==> src/rtl/iob_debounce.sv <==
// iob_debounce: single-bit debouncer with registered level and one-cycle rise/fall strobes.
// Revision: 1.0
`default_nettype none

module iob_debounce #(
  parameter int   DEBOUNCE_CYCLES = 4,
  parameter logic RST_VAL         = 1'b0
) (
  input  logic clk_i,
  input  logic arst_n_i,
  input  logic en_i,
  input  logic signal_i,
  output logic level_o,
  output logic rise_o,
  output logic fall_o,
  output logic busy_o
);

  localparam int CNT_W = $clog2(DEBOUNCE_CYCLES + 1);

  // state[1] is the debounced level, state[0] marks a qualification in progress
  localparam logic [1:0] STABLE_LO = 2'b00;
  localparam logic [1:0] WAIT_HI   = 2'b01;
  localparam logic [1:0] STABLE_HI = 2'b10;
  localparam logic [1:0] WAIT_LO   = 2'b11;

  localparam logic [1:0]       RST_STATE = RST_VAL ? STABLE_HI : STABLE_LO;
  localparam logic [CNT_W-1:0] CNT_LAST  = CNT_W'(DEBOUNCE_CYCLES - 1);
  localparam logic [CNT_W-1:0] CNT_ONE   = CNT_W'(1);

  logic [1:0]       state;
  logic [1:0]       next_state;
  logic [CNT_W-1:0] cnt;
  logic [CNT_W-1:0] next_cnt;
  logic             rise;
  logic             fall;
  logic             next_rise;
  logic             next_fall;

  always_ff @(posedge clk_i or negedge arst_n_i) begin
    if (!arst_n_i) begin
      state <= RST_STATE;
      cnt   <= '0;
      rise  <= 1'b0;
      fall  <= 1'b0;
    end else begin
      state <= next_state;
      cnt   <= next_cnt;
      rise  <= next_rise;
      fall  <= next_fall;
    end
  end

  always_comb begin
    next_state = state;
    next_cnt   = cnt;
    next_rise  = 1'b0;
    next_fall  = 1'b0;
    if (en_i) begin
      case (state)
        STABLE_LO: begin
          if (signal_i) begin
            if (DEBOUNCE_CYCLES == 1) begin
              next_state = STABLE_HI;
              next_rise  = 1'b1;
            end else begin
              next_state = WAIT_HI;
              next_cnt   = CNT_ONE;
            end
          end
        end
        WAIT_HI: begin
          if (!signal_i) begin
            next_state = STABLE_LO;
            next_cnt   = '0;
          end else if (cnt == CNT_LAST) begin
            next_state = STABLE_HI;
            next_rise  = 1'b1;
            next_cnt   = '0;
          end else begin
            next_cnt = cnt + CNT_ONE;
          end
        end
        STABLE_HI: begin
          if (!signal_i) begin
            if (DEBOUNCE_CYCLES == 1) begin
              next_state = STABLE_LO;
              next_fall  = 1'b1;
            end else begin
              next_state = WAIT_LO;
              next_cnt   = CNT_ONE;
            end
          end
        end
        default: begin
          if (signal_i) begin
            next_state = STABLE_HI;
            next_cnt   = '0;
          end else if (cnt == CNT_LAST) begin
            next_state = STABLE_LO;
            next_fall  = 1'b1;
            next_cnt   = '0;
          end else begin
            next_cnt = cnt + CNT_ONE;
          end
        end
      endcase
    end
  end

  always_comb begin
    level_o = state[1];
    busy_o  = state[0];
    rise_o  = rise;
    fall_o  = fall;
  end

endmodule

`default_nettype wire

==> config.mk <==
export PLATFORM = sky130hd
export DESIGN_NAME = iob_debounce
export DESIGN_NICKNAME = d
export VERILOG_FILES = /design/src/rtl/iob_debounce.sv
export SDC_FILE = /design/constraint.sdc
export NUM_CORES = 1
export LEC_CHECK = 0
export BUFFER_PORTS_ARGS = -buffer_cell sky130_fd_sc_hd__buf_2
export CAP_MARGIN = 20
export CORE_AREA = 10 10 47 49
export DETAILED_ROUTE_END_ITERATION = 10
export DIE_AREA = 0 0 57 59
export PLACE_DENSITY = 0.64
export SLEW_MARGIN = 20
export SYNTH_ARGS = -nofsm -noshare
export SYNTH_HDL_FRONTEND = slang
export SYNTH_SLANG_ARGS = --single-unit
==> constraint.sdc <==
create_clock -name clk_i -period 1.45 [get_ports clk_i]
set_input_delay 0.0725 -clock clk_i [delete_from_list [all_inputs] [get_ports clk_i]]
set_output_delay 0.0725 -clock clk_i [all_outputs]
set_load 0.01 [all_outputs]
Word-level counts from Yosys, hierarchy flattened. Index checks and enable logic that the tools add are counted.

Bits in registers: 7. Input port bits: 4. Output and inout port bits: 4. Word-level logic and storage cells: 36.

Add/sub/neg operators: 1. Equal/unequal tests: 6. Multiplexer cells: 20. Reduce and logical (&&, ||, !) cells: 5.

Operators by type and width (count): two-way mux 3 bit (5); two-way mux 2 bit (6); case mux 3 bit (3 select lines) (1); two-way mux 1 bit (7); case mux 2 bit (3 select lines) (1); AND reduction 5 bit (1); != test 2 bit, second input constant (2); nonzero test 4 bit (1); adder 3 x 1 -> 3 bit, second input constant (1); == test 3 x 2 -> 1 bit, second input constant (1); != test 3 bit, second input constant (1); AND reduction 3 bit (1); OR reduction 3 bit (1); == test 2 x 1 -> 1 bit, second input constant (1); == test 2 bit, second input constant (1); logical NOT 2 bit (1).

Logic depth before layout (Yosys ltp). Gate-level depths: netlist of the first run.

Depth after elaboration: 5. Mapped depth: 5. Depth with buffers taken out: 5.

Worst setup path after synthesis of the first run. No wires, ideal clock.

Kind: reg2reg. Start point: register (tool-made name). End point: register (tool-made name). Library setup time: 125 ps. Data arrival time: 1491 ps. Data required time: 1325 ps. Path slack: -166 ps. Cell stages (with the launch flop): 6. Path buffers: 0. Period minus slack after synthesis: 1616 ps. Cells stage by stage: dfrtp_1 > inv_1 > ha_1 > nor2b_1 > o311ai_2 > mux2_4.

==> metrics.txt, run 1 <==
max_slew headroom=79.5%; CTS tree=built; drc violations=0; pins over their slew limit=0; Post-synth EDFFs=0; crit path max fanout=4; I/O pin cnt=8; skew final=4.67 ps; Total GRT Usage=7.17%; Vert. Die Dim=59 um; placed insts=71; initial antenna violation count=0; ranking of synthesized cells by area=dfrtp_1 37%, ha_1 16%, mux2i_4 4.8%; failing checks=setup timing; Clock transition at path regs=60 ps; worst slew pin tran=303 ps; mapped cell area=469 um2; Post-DP Area=568 um2; Fin. Hold Viols=0; post-synthesis instance total=42; WHS Endpoint=rise_o$_DFF_PN0_; Seq/Total Area, Yosys=37.3%; ys async rst share=100%; Layout Nets=76; YS warnings=0; full die area=0.00336 mm2; RSZ-0062 raised after global routing=yes; clock buffer depth=2; Max Fclk=0.651 GHz; Final GP Congestion=0.779; pwr/cell area=1990 mW/mm2; Synth-to-Final Area Change=60.8%; period utilization=106%; Hold Path Depth=3; vias per cell=5.01; Tmin final=1540 ps; Reg area=178 um2; Routed WL=1150 um; Avg Synthesized Cell Area=11.2 um2; Worst VDD drop=0.000910 V; Syn Nets=52; PortBufs=7; vias in the first global route=445; Seq cells post-synth=7; status=finished, violations left; filler instances=130; Die Width=57 um; Lkg Pwr=0.000343 uW; total gr overflow=0; Crit Path Class=register to register; DR iter-0 viols=2; post-route ant nets=0; CP Capture Type=register; clock sink count=7; CTS buffer count=3; Worst-Skew Late Latency=260 ps; Starting Density=33.5%; # Max-Cap Violations=0; Netlist cell types=22; via count=406; Post-Layout Cell Count=81; CP arrival=1680 ps; Setup WS post-layout=-85.7 ps; drt wl/cell=14.2 um; Inserted Diodes=0; Pre-antenna DRT Iters=4; commonest cells after routing, fill and taps aside=7 x buf_2, 7 x buf_4, 5 x dfrtp_1, 5 x buf_6, 4 x ha_4; cells on worst reg2reg path=5; htree depth=1; Design Area, Final=754 um2; global-route wire length before repair=1860 um; # setup viols final=5; CP startpoint kind=register; CTS Root Cell=clkbuf_4; Most used DFF post-synth=dfrtp_1; multi-input logic area=362 um2; Worst Hold Class=input pin to register; core area=0.00140 mm2; Final HPWL DP=752 um; FP Rows=14; start point of the worst hold path=en_i; R2R Setup Slk=-90 ps; share of the synthesized area in the top cell type=37.3%; proportion of layout cells with a drive suffix above 1=61.5%; Crit path required time=1600 ps; largest net degree at the start of global routing=9; leading area contributor after synthesis=dfrtp_1
-- where the power goes --
part | switching [uW] | total, uW | internal (uW) | leakage, uW
Combinational | 451 | 1030 | 574 | 0.000240
Clock | 80.5 | 186 | 106 | 0.0000150
Sequential | 38.4 | 291 | 253 | 0.0000883
-- worst max-delay path, stage by stage, from the launching register on --
cell      delay (ps)
dfrtp_2          410
buf_4            160
ha_4             170
mux2i_4          230
o311ai_4         140
mux2_4           310
-- final cells by class --
class / count / share of cell area (%)
multi-input cells: 30 / 47.9
flip-flops and latches: 7 / 23.5
repair buffers: 20 / 20.4
clock buffers: 4 / 3.48
well taps: 16 / 2.65
inverters: 4 / 1.99
-- cell families (layout without fill, tap and decap cells) --
family,Yosys count,in the layout,share of synthesized area [%]
fa+ha+maj,6,6,16.0
mux,4,4,12.5
simple gates,12,12,13.9
compound gates,8,8,14.7
flops,7,7,37.3
buf+inv,5,28,5.60
-- worst max path at each step --
stage,depth (start not counted),from,to,slack [ps]
2_1_floorplan,5,register,register,-110
3_3_place_gp,5,register,register,-100
3_5_place_dp,5,register,register,-130
4_1_cts,5,register,register,-80
5_1_grt,5,register,cnt[0]$_DFFE_PN0P_,-130
6_report,5,register,register,-90
-- timing repair --
item / in CTS / in global routing
resized for setup: 12 / 12
setup endpoints to repair: 4 / 5
endpoints found under the hold margin: 7 / 0
buffers inserted: 5 / 0
hold buffers: 1 / 0
pin swaps: 2 / 4
cloned: 0 / 0
-- per-layer routing --
metal	GRT usage (%)	wire length, um	vias up
li1	-	-	191
met1	6.15	467	195
met2	13.5	587	16
met3	2.58	66	4
met4	5.03	29	0
met5	0	0	-
-- synthesized netlist by cell type (2+ instances only) --
| master | count |
|---|---|
| a211oi_1 | 2 |
| dfrtp_1 | 7 |
| ha_1 | 6 |
| inv_1 | 4 |
| nand2_1 | 3 |
| nor2_1 | 2 |
| nor2b_1 | 3 |
-- through the flow --
| stage | TNS, ps | utilization (%) | hold WS (ps) | setup WS (ps) | total power (uW) |
|---|---|---|---|---|---|
| 2_1_floorplan | -111 | - | -223 | -111 | 684 |
| 3_3_place_gp | -154 | 40.5 | -84.3 | -102 | 904 |
| 3_5_place_dp | -257 | 40.5 | -83.2 | -127 | 923 |
| 4_1_cts | -137 | 48.7 | 109 | -75.6 | 1300 |
| 5_1_grt | -487 | 53.8 | 130 | -126 | 1620 |
| 6_report | -220 | 53.8 | 110 | -85.7 | 1500 |
(Power assumes the default switching activity.)
==> run 2, diff against run 1 <==
- SETUP_SLACK_MARGIN: default -> 0.4
==> run 2 against run 1 <==
The run still ends with setup timing left. First-iteration DRC count stayed put. Die area unchanged. Sequential share of layout area decreased by 0.68 points. Routed wire length grew 1.9%. Clock power down 5%. Global-route usage about the same. Clock skew down 2.3 ps.
==> metrics.txt, run 2 (synthesis results as in run 1) <==
status=finished, violations left; failing checks=setup timing; DR iter-0 viols=2 (unchanged); CP max stage cell=dfrtp_2; # Max-Cap Violations=0 (unchanged); Crit path max-delay family=flip-flops; largest net degree at the start of global routing=9 (unchanged); PortBufs=7 (unchanged); Die Width=57 um (unchanged); global-route wire length before repair=1860 um (+0.38%); pwr/cell area=1860 mW/mm2 (-6.6%); delay of the slowest critical-path stage=440 ps (+30 ps); Final HPWL DP=790 um (+5.1%); Final GP Congestion=0.741 (-5.0%); worst slew pin tran=260 ps (-42.3 ps); Starting Density=33.5% (unchanged); Total GRT Usage=7.14% (-0.031 points); crit-path cells=inv_4, ha_4, nor2b_4, o311ai_4, mux2_4; Crit Path Class=register to register; # setup viols final=3 (-2); Lkg Pwr=0.000360 uW (+4.9%); Post-DP Area=616 um2 (+8.4%); clock sink count=7 (unchanged); RSZ-0062 raised after global routing=yes; setup_tns=-124 ps (+96.1 ps); crit path buf inv count=1 (unchanged); skew final=2.40 ps (-2.27 ps); Synth-to-Final Area Change=65.6%; Post-Layout Cell Count=82 (+1.2%); Clock transition at path regs=50 ps (about the same); CTS buffer count=3 (unchanged); Worst Hold Class=input pin to register; full die area=0.00336 mm2 (unchanged); CTS tree=built; CP startpoint kind=register; commonest non-fill, non-tap cell in the layout=buf_4; I/O pin cnt=8 (unchanged); crit path max fanout=4 (unchanged); drt wl/cell=14.3 um (+0.67%); Worst-Skew Late Latency=250 ps (about the same); max_slew headroom=82.3% (+2.8 points); vias per cell=4.57 (-8.8%); FP Rows=14 (unchanged); total gr overflow=0 (unchanged); pins over their slew limit=0 (unchanged); via count=375 (-7.6%); CP arrival=1650 ps (-30 ps); Fin. Hold Viols=0 (unchanged); Pre-antenna DRT Iters=2 (-2); CP Capture Type=register; post-route ant nets=0 (unchanged); Routed WL=1170 um (+1.9%); period utilization=105% (-1.2 points); Tmin final=1520 ps (-17.4 ps); core area=0.00140 mm2 (unchanged); Setup WS post-layout=-68.3 ps (+17.4 ps); Max Fclk=0.659 GHz (+1.1%); commonest cells after routing, fill and taps aside=9 x buf_4, 6 x buf_2, 5 x dfrtp_1, 5 x buf_6; Worst VDD drop=0.000980 V (+7.8%); CTS Root Cell=clkbuf_4; proportion of layout cells with a drive suffix above 1=66.7% (+5.1 points); vias in the first global route=400 (-10%); htree depth=1 (unchanged); drc violations=0 (unchanged); Crit path required time=1580 ps (-20 ps); Inserted Diodes=0 (unchanged); Layout Nets=77 (+1.3%); filler instances=126 (-3.1%); clock buffer depth=2 (unchanged); placed insts=73 (+2.8%); Vert. Die Dim=59 um (unchanged); Design Area, Final=777 um2 (+3.0%); initial antenna violation count=0 (unchanged)
[run 2: final timing paths]
check                                   start                          to  slack (ps)  cells past startpoint
max                                  register                    register         -70                      5
min in group asynchronous            arst_n_i          cnt[2]$_DFFE_PN0P_         200                      2
max in group asynchronous            arst_n_i  asynchronous set/reset pin        1070                      2
min reg2reg                cnt[2]$_DFFE_PN0P_          cnt[2]$_DFFE_PN0P_         550                      1
max reg2reg                          register                    register         -70                      5
min                                      en_i            rise_o$_DFF_PN0_         120                      3
[run 2: per-stage QoR]
| step | hold WS [ps] | worst slack, ps | total power (uW) | util, % |
|---|---|---|---|---|
| after CTS | 117 | -76.5 | 1300 | 50.5 |
| final | 124 | -68.3 | 1440 | 55.4 |
| after global placement | -85.6 | -75.9 | 1010 | 43.9 |
| after global routing | 119 | -99.2 | 1540 | 55.4 |
| after detailed placement | -78.0 | -76.3 | 1020 | 43.9 |
| after floorplan | -223 | -65.7 | 766 | - |
[run 2: per-layer routing]
metal | track usage (%) | routed length, um
met5 | 0 | 0
met4 | 6.04 | 22
met3 | 1.72 | 58
met2 | 10.9 | 559
met1 | 8.24 | 531
[run 2: final cells by class]
type	count	area [um2]	area share, %
timing repair buffer	21	164	21.1
tap	16	20.0	2.58
sequential	7	178	22.9
inverter	4	20.0	2.58
clock buffer	4	26.3	3.38
multi-input combinational	30	369	47.5
[run 2: repair_timing]
item / in CTS / in global routing
hold endpoints to repair: 7 / 0
cloned: 0 / 0
hold buffers: 1 / 0
gates resized for setup: 10 / 11
buffers inserted: 2 / 2
endpoints found under the setup margin: 7 / 8
pin swaps: 2 / 6
[run 2: worst min-delay path: cells and delay by family]
kind	cells	cell delay [ps]
buffers and inverters	1	160
AND/OR/NAND/NOR	2	100
[run 2: power breakdown]
| part | switching (uW) | internal (uW) | leakage (uW) |
|---|---|---|---|
| Clock | 72.1 | 105 | 0.0000150 |
| Sequential | 58.2 | 253 | 0.0000883 |
| Combinational | 426 | 530 | 0.000257 |
